[src/rtl/input_arbiter.sv]
// Arbitrates two requesters (CPU MMIO load, syscall read) for the user-input unit
// and returns keypad/switch data, or a forced zero response on WAIT timeout.
`ifndef ISA_WIDTH
`define ISA_WIDTH 32
`endif

module input_arbiter #(
  parameter int unsigned TIMEOUT_CYCLES = 0,
  parameter int unsigned CNT_WIDTH      = 32
) (
  input  logic                   clk,
  input  logic                   rst,
  input  logic [1:0]             req,
  output logic                   input_enable,
  input  logic                   input_complete,
  input  logic [`ISA_WIDTH-1:0]  keypad_data,
  input  logic                   switch_enable,
  input  logic [15:0]            switch_data,
  input  logic                   used_pause,
  output logic [1:0]             grant,
  output logic                   busy,
  output logic [1:0]             rsp_valid,
  output logic [`ISA_WIDTH-1:0]  rsp_data,
  output logic                   rsp_timeout
);

  localparam int W = `ISA_WIDTH;
  localparam logic [CNT_WIDTH-1:0] TO_LAST = CNT_WIDTH'(TIMEOUT_CYCLES - 1);

  typedef enum logic [2:0] {IDLE, ISSUE, WAIT_CLR, WAIT, RESPOND} state_t;

  state_t               state_q, state_d;
  logic [1:0]           grant_d, pick;
  logic                 busy_d, ie_d, to_d;
  logic [1:0]           rv_d;
  logic [W-1:0]         data_d;
  logic [CNT_WIDTH-1:0] cnt_q, cnt_d;
  logic                 prio_q, prio_d;   // 1: requester 1 wins the next tie
  logic                 timeout_hit;

  always_comb begin
    pick = req;
    if (req == 2'b11) pick = prio_q ? 2'b10 : 2'b01;
  end

  assign timeout_hit = (TIMEOUT_CYCLES != 0) && !used_pause && (cnt_q == TO_LAST);

  always_comb begin
    state_d = state_q;
    grant_d = grant;
    busy_d  = busy;
    ie_d    = 1'b0;
    rv_d    = '0;
    data_d  = rsp_data;
    to_d    = 1'b0;
    cnt_d   = cnt_q;
    prio_d  = prio_q;
    unique case (state_q)
      IDLE: begin
        if (req != 2'b00) begin
          state_d = ISSUE;
          grant_d = pick;
          busy_d  = 1'b1;
          ie_d    = 1'b1;
          prio_d  = pick[0];
        end
      end
      ISSUE: state_d = WAIT_CLR;
      WAIT_CLR: begin
        if (!input_complete) begin
          state_d = WAIT;
          cnt_d   = '0;
        end
      end
      WAIT: begin
        // complete takes precedence over a coincident timeout
        if (input_complete) begin
          state_d = RESPOND;
          rv_d    = grant;
          data_d  = switch_enable ? W'(switch_data) : keypad_data;
        end else if (timeout_hit) begin
          state_d = RESPOND;
          rv_d    = grant;
          data_d  = '0;
          to_d    = 1'b1;
        end else if (!used_pause) begin
          cnt_d = cnt_q + CNT_WIDTH'(1);
        end
      end
      RESPOND: begin
        state_d = IDLE;
        grant_d = '0;
        busy_d  = 1'b0;
      end
      default: begin
        state_d = IDLE;
        grant_d = '0;
        busy_d  = 1'b0;
      end
    endcase
  end

  always_ff @(posedge clk) begin
    if (rst) begin
      state_q      <= IDLE;
      grant        <= '0;
      busy         <= 1'b0;
      input_enable <= 1'b0;
      rsp_valid    <= '0;
      rsp_data     <= '0;
      rsp_timeout  <= 1'b0;
      cnt_q        <= '0;
      prio_q       <= 1'b0;
    end else begin
      state_q      <= state_d;
      grant        <= grant_d;
      busy         <= busy_d;
      input_enable <= ie_d;
      rsp_valid    <= rv_d;
      rsp_data     <= data_d;
      rsp_timeout  <= to_d;
      cnt_q        <= cnt_d;
      prio_q       <= prio_d;
    end
  end

endmodule

[config.mk]
export PLATFORM = sky130hd
export DESIGN_NAME = input_arbiter
export DESIGN_NICKNAME = d
export VERILOG_FILES = /design/src/rtl/input_arbiter.sv
export SDC_FILE = /design/constraint.sdc
export NUM_CORES = 1
export LEC_CHECK = 0
export ABC_AREA = 1
export CAP_MARGIN = 20
export CORE_ASPECT_RATIO = 1.5
export CORE_MARGIN = 3
export CORE_UTILIZATION = 35
export CTS_BUF_LIST = sky130_fd_sc_hd__clkbuf_16
export DETAILED_ROUTE_END_ITERATION = 6
export HOLD_SLACK_MARGIN = 0.06
export PLACE_DENSITY = 0.76
export SYNTH_ARGS = -nofsm -noshare
export SYNTH_HDL_FRONTEND = slang
export SYNTH_SLANG_ARGS = --single-unit
export TNS_END_PERCENT = 20
[constraint.sdc]
create_clock -name clk -period 1.3 [get_ports clk]
set_clock_uncertainty 0.2 [all_clocks]
set_input_delay 0.195 -clock clk [delete_from_list [all_inputs] [get_ports clk]]
set_output_delay 0.195 -clock clk [all_outputs]
set_load 0.01 [all_outputs]
==> results of run 1 <==
==> stage by stage <==
stage                     cell area (sq um)  hold slack, ps  cells
after floorplan                        1800             154    254
after CTS                              3000             263    417
final                                  3090             261    418
after detailed placement               2840             247    409
after global placement                 2840             238    409
after global routing                   3090             276    418
==> flip-flops by register name, indices dropped and copies added, names as in the netlist <==
register / flops
prio_q: 1
grant: 2
rsp_valid: 2
state_q: 3
busy: 1
rsp_data: 32
input_enable: 1
==> Yosys cell counts, types with 2 or more instances <==
library cell	number
dfxtp_1	42
nor2_1	7
buf_6	2
o21ai_2	8
inv_1	13
nand2_1	111
nand3_1	21
clkbuf_1	4
o21ai_0	9
buf_2	8
a21oi_1	21
==> cell families (layout without fill, tap and decap cells) <==
family / after synthesis / count (layout) / share of synthesized area
other: 1 / 1 / 0.00209
AND/OR/NAND/NOR: 144 / 144 / 0.327
buffers and inverters: 29 / 127 / 0.0796
flip-flops: 42 / 42 / 0.469
AO/OA/AOI/OAI: 38 / 38 / 0.123
==> path summary, 6_finish.rpt <==
| check | cells past startpoint | endpoint | startpoint | slack [ps] |
|---|---|---|---|---|
| min reg2reg | 2 | rsp_data[7] | rsp_data[7] | 260 |
| max | 7 | rsp_data[15] | state_q[0] | 2 |
| min | 2 | rsp_data[7] | rsp_data[7] | 260 |
| max reg2reg | 7 | rsp_data[15] | state_q[0] | 2 |
==> per-layer routing <==
layer / wire (microns) / vias up
met5: 0 / -
li1: - / 988
met3: 381 / 4
met2: 2460 / 70
met4: 34 / 0
met1: 1830 / 802
==> critical path, cell delays in order (launching register included) <==
cell and delay, ps:
dfxtp_2 330, nand2_2 60, nor2_4 130, nand2_4 90
inv_8 100, clkbuf_16 150, nand2_1 40, a21oi_1 120
==> area by class of cell <==
cell class | instances | area [sq um] | share of cell area
repair buffers | 105 | 1040 | 0.335
multi-input cells | 183 | 876 | 0.283
flip-flops and latches | 42 | 845 | 0.273
clock buffers | 5 | 125 | 0.0405
well taps | 66 | 82.6 | 0.0267
clock inverters | 3 | 68.8 | 0.0222
inverters | 14 | 60.1 | 0.0194
==> power by group <==
part,switching [uW],internal (uW)
clock network,480,1100
registers,30.1,1350
logic,297,338
==> layout by cell type, fill, tap and decap left out <==
cell / instances
nand2_1: 107
clkdlybuf4s50_1: 53
dfxtp_1: 39
nand3_1: 21
clkdlybuf4s15_1: 19
a21oi_1: 17
dlygate4sd2_1: 16
inv_1: 12
o21ai_2: 10
buf_4: 10
o21ai_1: 7
clkbuf_16: 6
nor2_1: 5
a21oi_2: 4
nand2_4: 3
clkbuf_2: 3
buf_12: 3
dfxtp_2: 3
nand2_2: 2
nor2_2: 2
bufinv_16: 2
nor2_4: 1
inv_8: 1
nand4_1: 1
nand3b_1: 1
inv_2: 1
nand2_8: 1
conb_1: 1
clkinv_4: 1
==> timing repair <==
item / CTS / global route
endpoints found under the setup margin: 50 / 56
resized for setup: 44 / 49
pin swaps: 1 / 6
endpoints found under the hold margin: 0 / 0
cloned: 0 / 1
==> flow_metrics.tcl, run 1 <==
set metrics [dict create \
    status "completed" \
    total_power_uw 3600 \
    rsz0062_at_grt "yes" \
    synth.largest_area_cell "dfxtp_1" \
    syn_inst 254 \
    finalCritPeriodShare 0.998 \
    grt_pass1_vias 1751 \
    irDropWorstVdd_mv 0.610 \
    die_area_sq_um 6040 \
    async_flop_share 0 \
    use_met1 0.155 \
    arrival_ps 1300 \
    portBuffers 91 \
    core_area_sq_um 4890 \
    fillers 469 \
    critPathRequiredTime_ps 1310 \
    drtIter0Drc 56 \
    ant_nets 0 \
    numCtsBuffers 5 \
    gp_congestion 0.780 \
    power_density_nw_per_um2 1160 \
    finish.utilization 0.633 \
    vias_per_cell 4.46 \
    worstHoldPathType "reg2reg" \
    wire_per_inst_microns 11.3 \
    drive_gt1_frac 0.151 \
    finalMaxSlewViolations 0 \
    die_h_microns 93.7 \
    grt_use_total 0.152 \
    dp_slack_ps -235 \
    finalCriticalPeriod_ps 1300 \
    synth.distinct_cells 19 \
    ys_ff_latch 42 \
    grt-busiest-layer "met2" \
    io_pins 94 \
    antenna_found_initial 0 \
    cts_tree "yes" \
    cts_hold_buf 0 \
    cts_root_buf "clkbuf_16" \
    cts-htree-levels 2 \
    place_hpwl_microns 3610 \
    yosys_warnings 0 \
    setup-violations-final 0 \
    drv_cap 0 \
    die_w_microns 64.4 \
    p_leak_uw 0.00140 \
    hold_viol 0 \
    syn_avg_cell_area_sq_um 7.06 \
    grt_max_degree 34 \
    diodes 0 \
    grt_use_met3 0.0479 \
    synth_top_flop_cell "dfxtp_1" \
    cts_setup_buffers 0 \
    setup_tns_ps 0 \
    cts_buffer_depth 2 \
    synth-edff-count 0 \
    path_class "reg2reg" \
    global_route.usage.met2 0.291 \
    path_clk_slew_ps 60 \
    via_count 1864 \
    grt_overflow 0 \
    synth.cell_area_sq_um 1790 \
    drt-total-wl_microns 4710 \
    post-route-drc-count 0 \
    synthTopCellsByArea "dfxtp_1 47%, nand2_1 23%, a21oi_1 5.9%" \
    cp-start-kind "flip-flop" \
    setup.worst_path.end_class "flip-flop" \
    start_util 0.367 \
    syn-num-nets 309 \
    clock.fmax_ghz 0.770 \
    seq_area_frac_synth 0.469 \
    area_growth_pct 72.5 \
    insertion_delay_ps 270 \
    drt_pass1_iterations 4 \
    fin_ws_ps 2.14 \
    clock_sinks 42 \
    fin_nets 406 \
    critPathMaxFanout 6 \
    synth_top_area_share 0.469 \
    row_count 31 \
    grt_pass1_wl_microns 7420 \
]
(Power assumes the default switching activity.)
==> inputs of run 2 (changes only) <==
--- a/config.mk
+++ b/config.mk
@@ -9,11 +9,11 @@
 export CAP_MARGIN = 20
 export CORE_ASPECT_RATIO = 1.5
 export CORE_MARGIN = 3
-export CORE_UTILIZATION = 35
-export CTS_BUF_LIST = sky130_fd_sc_hd__clkbuf_16
+export CORE_UTILIZATION = 37
+export CTS_BUF_LIST = sky130_fd_sc_hd__clkbuf_4 sky130_fd_sc_hd__clkbuf_8
 export DETAILED_ROUTE_END_ITERATION = 6
 export HOLD_SLACK_MARGIN = 0.06
-export PLACE_DENSITY = 0.76
+export PLACE_DENSITY = 0.8
 export SYNTH_ARGS = -nofsm -noshare
 export SYNTH_HDL_FRONTEND = slang
 export SYNTH_SLANG_ARGS = --single-unit
==> run 2 against run 1 <==
Against the previous run:
- non-clock buffer count rose by 1
- final cell count fell by 0.24%
- combinational power rose by 4.6%
- worst hold slack got worse by 4.5 ps
- total power fell by 8.7%
- sequential power barely moved
- first-iteration DRC count rose by 86%
- via count rose by 4.4%
- cell area fell by 3.8%
- the run now ends with setup timing left
- critical path type unchanged
==> flow_metrics.tcl, run 2 (synthesized netlist as in run 1, its figures left out) <==
set metrics [dict create \
    portBuffers 91 \
    wire_per_inst_microns 12.0 \
    drt_pass1_iterations 4 \
    insertion_delay_ps 290 \
    critPathRequiredTime_ps 1330 \
    post-route-drc-count 0 \
    cts_setup_buffers 0 \
    finalCriticalPeriod_ps 1310 \
    worstHoldPathType "reg2reg" \
    drtIter0Drc 104 \
    cts_tree "yes" \
    failed_checks "setup timing" \
    finalCritPeriodShare 1.01 \
    die_w_microns 62.8 \
    reg_top3 "rsp_data: 32 flops, state_q: 3 flops" \
    start_util 0.388 \
    irDropWorstVdd_mv 0.721 \
    cts-htree-levels 2 \
    whs_ps 257 \
    finalMaxSlewViolations 0 \
    top_register "rsp_data" \
    cts_hold_buf 0 \
    setup_tns_ps -20.5 \
    setup-violations-final 3 \
    mostFrequentLayoutCells "107 x nand2_1, 53 x clkdlybuf4s50_1, 36 x dfxtp_1, 30 x clkbuf_2, 18 x nand3_1" \
    critPathMaxFanout 6 \
    vias_per_cell 4.67 \
    drive_gt1_frac 0.252 \
    drv_cap 0 \
    fin_nets 407 \
    cts_root_buf "clkbuf_8" \
    ant_nets 0 \
    diodes 0 \
    clock.fmax_ghz 0.761 \
    area_growth_pct 66.0 \
    status "complete, but fails checks" \
    r2r_slack_ps -10 \
    fin_ws_ps -13.7 \
    largest_register_ffs 32 \
    die_area_sq_um 5730 \
    arrival_ps 1340 \
    setup.worst_path.end_class "flip-flop" \
    grt_pass1_wl_microns 8170 \
    path_class "reg2reg" \
    grt_overflow 0 \
    io_pins 94 \
    gp_congestion 0.803 \
    numCtsBuffers 5 \
    grt_pass1_vias 1917 \
    dp_slack_ps -248 \
    power_density_nw_per_um2 1100 \
    die_h_microns 91.3 \
    cts_buffer_depth 2 \
    cp-start-kind "flip-flop" \
    hold_viol 0 \
    layout_commonest_cell "nand2_1" \
    rsz0062_at_grt "yes" \
    path_clk_slew_ps 80 \
    core_area_sq_um 4620 \
    p_leak_uw 0.00134 \
    grt_max_degree 34 \
    place_hpwl_microns 3690 \
    via_count 1946 \
    grt_use_total 0.176 \
    drt-total-wl_microns 5000 \
    clock_sinks 42 \
    row_count 30 \
    antenna_found_initial 0 \
]
run 2: cell count changes in the layout (fill, tap and decap cells not counted), moves of 3 or more:
| cell | previous run | this run |
|---|---|---|
| clkbuf_2 | 3 | 30 |
| clkdlybuf4s15_1 | 19 | 5 |
| dlygate4sd2_1 | 16 | 1 |
| clkbuf_8 | 0 | 5 |
| dfxtp_2 | 3 | 6 |
| nand3_2 | 0 | 3 |
| dfxtp_1 | 39 | 36 |
| nand3_1 | 21 | 18 |
| buf_12 | 3 | 6 |
| clkbuf_16 | 6 | 1 |
run 2: report_power, final:
part | switching [uW] | internal [uW] | leakage (uW) | total, uW
Clock | 469 | 770 | 0.0000683 | 1240
Combinational | 311 | 354 | 0.000924 | 665
Sequential | 33.4 | 1350 | 0.000343 | 1380
Total | 813 | 2470 | 0.00134 | 3290
run 2: path summary, 6_finish.rpt:
path | from | end | cells after the start
setup / recovery | state_q[0] | rsp_data[2] | 7
hold / removal | prio_q | prio_q | 2
setup reg to reg | state_q[0] | rsp_data[2] | 7
hold reg to reg | prio_q | prio_q | 2
run 2: repair_timing:
item / in CTS / in global routing
gates cloned: 0 / 1
resized for setup: 74 / 69
setup endpoints to repair: 49 / 75
pin swaps: 0 / 6
run 2: per-stage QoR:
stage                     cell area [sq um]  utilization  power [uW]  cells
after CTS                              3020        0.654        3250    416
after global routing                   2980        0.645        3460    417
after global placement                 2880        0.624        2040    408
final                                  2980        0.645        3290    417
after detailed placement               2880        0.624        2050    408
after floorplan                        1800            -        1680    254
run 2: worst max-delay path: stages (launching register included):
cell and delay [ps]:
dfxtp_2 360, nand2_2 70, nor2_4 130, nand2_4 90, inv_8 100, clkbuf_16 140, nand2_2 40, a21oi_1 130
run 2: metal layers:
layer / vias up / wire (microns) / track usage
met5: - / 0 / 0
met4: 0 / 132 / 0.0737
met3: 14 / 326 / 0.0619
met2: 75 / 2620 / 0.313
met1: 862 / 1920 / 0.186
li1: 995 / - / -
run 2: cell type report:
| class | instances | area, sq um |
|---|---|---|
| fill | 442 | 1640 |
| timing repair buffer | 106 | 961 |
| multi-input combinational | 183 | 890 |
| sequential | 42 | 848 |
| tap | 64 | 80.1 |
| clock buffer | 5 | 68.8 |
| clock inverter | 3 | 68.8 |
| inverter | 14 | 60.1 |
